<file path="src/rtl/booth_seq_accumulator.sv">
// Sequential radix-4 Booth multiplier: accumulates one Booth row per clock
// into a 32-bit signed product, with valid/ready on both sides.
//
// state | meaning
// ------+---------------------------------------------------------------
// IDLE  | waiting for operands, in_ready high
// RUN   | accumulating one radix-4 digit per clock (8 digits)
// DONE  | product valid, held until the consumer asserts out_ready
module booth_seq_accumulator #(
    parameter int WIDTH = 16
) (
    input  logic                 clk,
    input  logic                 rst_n,
    input  logic                 in_valid,
    output logic                 in_ready,
    input  logic [WIDTH-1:0]     a,
    input  logic [WIDTH-1:0]     b,
    output logic                 out_valid,
    input  logic                 out_ready,
    output logic [2*WIDTH-1:0]   product,
    output logic                 busy
);

    localparam int NDIG  = WIDTH / 2;
    localparam int CNT_W = $clog2(NDIG);
    localparam int PW    = 2 * WIDTH;

    typedef enum logic [1:0] {
        S_IDLE = 2'd0,
        S_RUN  = 2'd1,
        S_DONE = 2'd2
    } state_t;

    state_t             state, state_nx;
    logic [WIDTH-1:0]   a_q;
    logic [WIDTH:0]     b_ext;
    logic [CNT_W-1:0]   cnt;
    logic [PW-1:0]      acc;
    logic [PW-1:0]      product_q;

    logic [2:0]         triple;
    logic [CNT_W:0]     shamt;
    logic [WIDTH:0]     pos_row;
    logic [WIDTH:0]     row;
    logic               neg;
    logic [PW-1:0]      addend;
    logic [PW-1:0]      acc_nx;
    logic               accept;
    logic               last_digit;

    assign shamt      = {cnt, 1'b0};
    assign triple     = b_ext[shamt +: 3];
    assign accept     = (state == S_IDLE) && in_valid;
    assign last_digit = (cnt == CNT_W'(NDIG - 1));

    // Row uses the generator's encoding: negative digits invert the row and
    // supply the +1 separately as comp, weighted at the digit position.
    always_comb begin
        pos_row = '0;
        neg     = 1'b0;
        case (triple)
            3'b001, 3'b010: pos_row = {a_q[WIDTH-1], a_q};
            3'b011:         pos_row = {a_q, 1'b0};
            3'b100: begin
                pos_row = {a_q, 1'b0};
                neg     = 1'b1;
            end
            3'b101, 3'b110: begin
                pos_row = {a_q[WIDTH-1], a_q};
                neg     = 1'b1;
            end
            default: begin
                pos_row = '0;
                neg     = 1'b0;
            end
        endcase
        row    = neg ? ~pos_row : pos_row;
        addend = ({{(PW-WIDTH-1){row[WIDTH]}}, row} + PW'(neg)) << shamt;
        acc_nx = acc + addend;
    end

    always_ff @(posedge clk) begin
        if (!rst_n) begin
            state <= S_IDLE;
        end else begin
            state <= state_nx;
        end
    end

    always_comb begin
        state_nx = state;
        case (state)
            S_IDLE:  if (in_valid) state_nx = S_RUN;
            S_RUN:   if (last_digit) state_nx = S_DONE;
            S_DONE:  if (out_ready) state_nx = S_IDLE;
            default: state_nx = S_IDLE;
        endcase
    end

    always_comb begin
        in_ready  = rst_n && (state == S_IDLE);
        busy      = (state == S_RUN) || (state == S_DONE);
        out_valid = (state == S_DONE);
    end

    always_ff @(posedge clk) begin
        if (!rst_n) begin
            a_q       <= '0;
            b_ext     <= '0;
            cnt       <= '0;
            acc       <= '0;
            product_q <= '0;
        end else if (accept) begin
            a_q   <= a;
            b_ext <= {b, 1'b0};
            cnt   <= '0;
            acc   <= '0;
        end else if (state == S_RUN) begin
            acc <= acc_nx;
            cnt <= cnt + 1'b1;
            if (last_digit) begin
                product_q <= acc_nx;
            end
        end
    end

    assign product = product_q;

endmodule

</file>
<file path="config.mk">
export PLATFORM = sky130hd
export DESIGN_NAME = booth_seq_accumulator
export DESIGN_NICKNAME = d
export VERILOG_FILES = /design/src/rtl/booth_seq_accumulator.sv
export SDC_FILE = /design/constraint.sdc
export NUM_CORES = 1
export LEC_CHECK = 0
export CORE_ASPECT_RATIO = 1.1
export CORE_MARGIN = 2
export CORE_UTILIZATION = 48
export DETAILED_ROUTE_END_ITERATION = 16
export HOLD_SLACK_MARGIN = 0.08
export PLACE_DENSITY = 0.74
export REMOVE_ABC_BUFFERS = 1
export SLEW_MARGIN = 20
export SYNTH_ARGS = -nofsm -noshare
export SYNTH_HDL_FRONTEND = slang
export SYNTH_SLANG_ARGS = --single-unit
</file>
<file path="constraint.sdc">
create_clock -name clk -period 8.9 [get_ports clk]
set_input_delay 1.78 -clock clk [delete_from_list [all_inputs] [get_ports clk]]
set_output_delay 1.78 -clock clk [all_outputs]
set_load 0.005 [all_outputs]
</file>
==> key figures, run 1 <==
Setup path
  • Critical Path AT: 7.83 ns
  • Worst-path maximum fanout: 28
  • Reg-to-reg slack, setup: 1.37 ns
  • CP Launch Type: flip-flop
  • R2R Path Start: cnt[0]
  • CP Data Required Time: 9.19 ns
  • Setup crit end kind: flip-flop
  • FF-to-FF path depth: 26
  • Setup CP Type: flip-flop to flip-flop
  • R2R Path End: product[30]

Logic synthesis
  • Post-synthesis async set-or-reset flop share: 0%
  • Largest cells by area after synthesis: dfxtp_1 28%, nand2_1 9.0%, ha_1 7.2%
  • Syn Inst Count: 959
  • Dominant cell type by area after synthesis: dfxtp_1
  • Average size of a mapped cell: 7.65 µm²
  • Most frequent cell after synthesis: nand2_1
  • Synth top area share: 27.6%
  • Post-synthesis sequential area ratio: 27.6%
  • Post-synth top cells: 176 x nand2_1, 101 x dfxtp_1, 98 x a21oi_1, 63 x nor2_1, 48 x mux2i_1
  • Post-synth EDFFs: 0
  • Count of different cell masters after synthesis: 77
  • Register bit count reported by yosys: 101
  • Syn Std Cell Area: 7330 µm²
  • Synth Warn #: 0
  • Ys flop type: dfxtp_1

Global routing
  • Total track usage: 23.9%
  • Largest net degree at the start of global routing: 66
  • Vias in the first global route: 6480
  • Antenna violations before repair: 0
  • First-pass GRT wire length: 31700 µm
  • GR Overflow Total: 0

Die
  • I/O pin count: 71
  • Die Span X: 122 µm
  • # rows: 47
  • Die area: 16300 µm²
  • Initial Util: 48.9%
  • Die height: 134 µm
  • Core area: 15000 µm²

Clock tree
  • CTS buffer count: 9
  • Clk slew on worst S/H paths: 0.07 ns
  • Clk sinks: 101
  • CTS resizes: 0
  • Hold Buf Count CTS: 0
  • Root buffer cell: clkbuf_16
  • TritonCTS clock tree: built
  • Setup bufs post-CTS: 0
  • Max clock buf depth: 2
  • Htree depth: 3
  • Worst skew pair latency: 0.37 ns

Timing
  • Final period utilization: 84.7%
  • Worst-margin pin slew: 0.725 ns
  • Slew Limit Fails: 0
  • Post-Route Skew: 0.00806 ns
  • Hold violation count in the final report: 0
  • Relative slew slack: 50.9%
  • Unrepaired setup endpoints after global routing: no
  • Final setup TNS: 0 ns
  • WHS: 0.454 ns
  • F_max: 133 MHz
  • Minimum clock period: 7.53 ns
  • Setup violators final: 0

Routing
  • Drt initial violations: 374
  • Via/cell ratio: 5.76
  • DR DRC count: 0
  • Vias: 6920
  • Pre-antenna DRT Iters: 5
  • Post-Route WL: 18800 µm
  • Antenna Nets Post-Route: 0
  • DR WL/cell: 15.6 µm

Layout
  • Share of cells above drive strength 1: 6.16%
  • Number of antenna repair diodes: 0
  • Fin nets: 1080
  • Area grow syn2layout: 16.1%
  • Fin cells: 1202
  • Filler cells: 1428

Min path
  • Hold WC Path Type: flip-flop to flip-flop
  • Hold Path Sink: product[27]
  • Worst hold path stage count: 2
  • Hold path startpoint: product[27]

Placed design
  • RePlAce Congestion: 0.974
  • PortBufs: 70
  • Placed wire-length estimate: 13800 µm
  • Dpl cells: 1186

Power and ir drop
  • Maximum vdd ir drop: 0.000135 V
  • Power Dens Cells: 292 nW/µm²
  • Static Leakage: 3.32 nW

Run
  • Max Cap Violations: 0

Run status
  • Status: finished, final reports clean
==> how the worst max path moves through the flow <==
stage | startpoint | end | depth (start not counted)
2_1_floorplan | cnt[2] | acc[30] | 28
4_1_cts | cnt[0] | product[30] | 32
6_report | cnt[0] | product[30] | 26
5_1_grt | cnt[0] | acc[30] | 26
3_5_place_dp | cnt[0] | product[30] | 32
3_3_place_gp | cnt[0] | acc[28] | 27
==> stage by stage <==
step                      utilization, %  setup WS (ns)  cell area (µm²)  total power, mW
after floorplan                        -           1.35             7090             1.67
after global placement              54.7           1.70             8200             2.05
after detailed placement            54.7           1.55             8200             2.06
after CTS                           56.8           1.50             8510             2.48
after global routing                56.8          0.648             8510             2.67
final                               56.8           1.37             8510             2.49
==> flip-flops by register name (all words and copies together) (netlist names) <==
register,cells
acc,32
state,2
cnt,3
b_ext,16
a_q,16
product,32
==> layout by cell type (no fill, tap or decap), types with 11 or more instances in the layout <==
master	netlist	layout
nand2_1	176	176
o21ai_0	41	41
mux2i_1	48	48
inv_1	23	22
xnor2_1	36	36
nor2_1	63	63
a211oi_1	14	14
dfxtp_1	101	101
nand3_1	34	34
a21o_1	15	15
a31oi_1	12	12
and3_1	11	11
clkdlybuf4s50_1	0	70
a21oi_1	98	98
buf_4	0	21
ha_1	42	41
and2_1	15	15
nand4_1	13	13
==> layout make-up <==
cell class / count / area (µm²) / share of cell area, %
clock inverters: 4 / 53.8 / 0.632
well taps: 196 / 245 / 2.88
clock buffers: 12 / 256 / 3.01
multi-input cells: 774 / 4980 / 58.6
flip-flops and latches: 101 / 2020 / 23.8
repair buffers: 91 / 858 / 10.1
inverters: 24 / 90.1 / 1.06
==> layer usage <==
layer  up-vias  GRT usage, %  share of wire (%)
li1       3541             -                  -
met1      3176          30.5                 45
met3        31          4.15                4.2
met5         -             0                  0
met4         0          9.64                2.6
met2       172          39.7                 48
==> critical path, cell delays in order (launching register included) <==
cell and delay [ns]:
dfxtp_1 0.56, buf_4 0.34, inv_2 0.20, nand2_1 0.12, o22ai_1 0.08, a21o_1 0.22, ha_1 0.59, buf_4 0.38
a22oi_1 0.11, o211ai_1 0.51, o311ai_1 0.36, nor4_4 0.47, and2_1 0.19, a211oi_1 0.06, mux2i_1 0.29, mux2i_1 0.13
ha_1 0.35, nand4_1 0.13, nor2_1 0.18, nand2_1 0.10, a2111oi_0 0.53, o311ai_0 0.31, a21boi_0 0.37, a21oi_1 0.16
o31ai_1 0.44, nand4_1 0.16, o211ai_1 0.11
==> report_power, final <==
part           internal, mW  switching [mW]  total [mW]  leakage [nW]
combinational         0.592           0.915        1.51          2.35
clock                 0.235           0.187       0.422         0.145
sequential            0.506          0.0525       0.559         0.820
total                  1.33            1.15        2.49          3.32
==> cells by family after synthesis <==
family / after synthesis / synth area share, %
AND/OR/NAND/NOR: 354 / 22.2
AO/OA/AOI/OAI: 275 / 24.6
flip-flops: 101 / 27.6
buffers and inverters: 84 / 4.47
multiplexers: 57 / 8.40
XOR/XNOR: 45 / 5.38
adder cells (fa/ha/maj): 43 / 7.44
Power figures use the tool's default switching activity.
==> inputs of run 2 (changes only) <==
--- a/config.mk
+++ b/config.mk
@@ -10,7 +10,7 @@
 export CORE_UTILIZATION = 48
 export DETAILED_ROUTE_END_ITERATION = 16
 export HOLD_SLACK_MARGIN = 0.08
-export PLACE_DENSITY = 0.74
+export PLACE_DENSITY = 0.77
 export REMOVE_ABC_BUFFERS = 1
 export SLEW_MARGIN = 20
 export SYNTH_ARGS = -nofsm -noshare
==> constraint.sdc (replaced) <==
create_clock -name clk -period 6.22 [get_ports clk]
set_input_delay 1.244 -clock clk [delete_from_list [all_inputs] [get_ports clk]]
set_output_delay 1.244 -clock clk [all_outputs]
set_load 0.005 [all_outputs]
==> key figures, run 2 (synthesized netlist as in run 1, its figures left out) <==
Setup path
  • R2R Path End: product[31]
  • Worst-path maximum fanout: 5
  • CP Data Required Time: 6.46 ns
  • Slowest CP cell: or3b_4
  • Critical Path AT: 6.42 ns
  • CP Launch Type: flip-flop
  • R2R Path Start: cnt[0]
  • FF-to-FF path depth: 35
  • CP most frequent cell: buf_4
  • Setup CP Type: flip-flop to flip-flop
  • Reg-to-reg slack, setup: 0.04 ns
  • Crit-path max cell delay: 0.43 ns
  • Setup crit end kind: flip-flop

Run
  • Max Cap Violations: 0

Routing
  • Vias: 7782
  • DR DRC count: 0
  • Pre-antenna DRT Iters: 9
  • Via/cell ratio: 5.79
  • DR WL/cell: 15.7 µm
  • Drt initial violations: 419
  • Post-Route WL: 21100 µm
  • Antenna Nets Post-Route: 0

Timing
  • Slew Limit Fails: 0
  • Relative slew slack: 53.3%
  • Setup violators final: 0
  • F_max: 162 MHz
  • Final period utilization: 99.4%
  • Hold violation count in the final report: 0
  • Post-Route Skew: 0.00645 ns
  • Unrepaired setup endpoints after global routing: yes
  • Final setup TNS: 0 ns
  • Minimum clock period: 6.18 ns
  • Worst-margin pin slew: 0.701 ns

Die
  • Die height: 134 µm
  • Die area: 16300 µm²
  • Die Span X: 122 µm
  • # rows: 47
  • I/O pin count: 71
  • Core area: 15000 µm²
  • Initial Util: 48.9%

Clock tree
  • TritonCTS clock tree: built
  • Worst skew pair latency: 0.36 ns
  • Clk slew on worst S/H paths: 0.07 ns
  • Clk sinks: 101
  • Hold Buf Count CTS: 0
  • Htree depth: 3
  • CTS buffer count: 9
  • Root buffer cell: clkbuf_16
  • Max clock buf depth: 2

Placed design
  • PortBufs: 70
  • RePlAce Congestion: 0.931
  • Placed wire-length estimate: 15000 µm

Global routing
  • Total track usage: 25.5%
  • GR Overflow Total: 0
  • Antenna violations before repair: 0
  • Vias in the first global route: 7201
  • Met3 GRT Util: 3.98%
  • First-pass GRT wire length: 33900 µm
  • GRT met2 Usage: 44.3%
  • Largest net degree at the start of global routing: 66
  • GRT met1 Usage: 31.7%
  • Gr busiest metal: met2

Layout
  • Number of antenna repair diodes: 0
  • Share of cells above drive strength 1: 23.3%
  • Fin nets: 1222
  • Area grow syn2layout: 36.7%
  • Commonest non-fill, non-tap cell in the layout: nand2_1
  • Most frequent cells in the layout: 174 x nand2_1, 157 x buf_4, 98 x dfxtp_1

Power and ir drop
  • Power Dens Cells: 432 nW/µm²
  • Static Leakage: 4.12 nW
  • Maximum vdd ir drop: 0.000222 V
  • Pwr Total: 4.33 mW

Min path
  • Hold path startpoint: product[25]
  • Hold WC Path Type: flip-flop to flip-flop
  • Hold Path Sink: product[25]
  • Worst hold path stage count: 2

Run status
  • Status: finished, final reports clean
## run 2: final cells by class
type	instances	area (µm²)
Fill cell	1225	4970
Tap cell	196	245
Multi-Input combinational cell	774	5400
Clock inverter	2	38.8
Timing Repair Buffer	233	1950
Inverter	24	90.1
Clock buffer	14	274
Sequential cell	101	2030
## run 2: routing by layer
| layer | vias up | wire length [µm] |
|---|---|---|
| li1 | 3828 | - |
| met1 | 3671 | 9140 |
| met2 | 234 | 10400 |
| met3 | 49 | 919 |
| met4 | 0 | 636 |
| met5 | - | 0 |
## run 2: stage by stage
stage | util, % | cells | worst slack [ns] | area [µm²] | hold WS (ns)
after global routing | 66.9 | 1344 | -0.433 | 10000 | 0.472
after floorplan | - | 899 | -1.33 | 7090 | 0.433
after global placement | 61.2 | 1317 | -0.334 | 9180 | 0.442
final | 66.9 | 1344 | 0.0357 | 10000 | 0.454
after CTS | 64.3 | 1335 | 0.00653 | 9650 | 0.456
after detailed placement | 61.2 | 1317 | -0.396 | 9180 | 0.447
## run 2: power by group
group | total [mW] | internal [mW] | switching, mW | leakage [nW]
registers | 0.799 | 0.725 | 0.0735 | 0.822
logic | 2.93 | 1.36 | 1.56 | 3.15
clock network | 0.604 | 0.347 | 0.257 | 0.154
## run 2: critical path, delay by kind of cell (launching register included)
family | cells | cell delay [ns]
buffers and inverters | 8 | 1.13
adder cells (fa/ha/maj) | 3 | 0.62
AND/OR/NAND/NOR | 7 | 1.12
AO/OA/AOI/OAI | 14 | 2.31
XOR/XNOR | 3 | 0.52
flip-flops | 1 | 0.36
## run 2: worst max-delay path by stage
stage               startpoint  depth (start not counted)          end  slack [ns]
detailed placement      cnt[0]                         31  product[26]       -0.40
floorplan               cnt[2]                         28      acc[30]       -1.33
finish                  cnt[0]                         35  product[31]        0.04
global route            cnt[0]                         35      acc[31]       -0.43
global placement        cnt[0]                         31  product[30]       -0.33
CTS                     cnt[1]                         36      acc[31]       0.007
## run 2: repair_timing
action	4_1_cts	5_1_grt
setup buffers	2	11
endpoints found under the hold margin	0	0
cloned	0	0
pin swaps	11	47
resized for setup	33	71
endpoints found under the setup margin	22	38
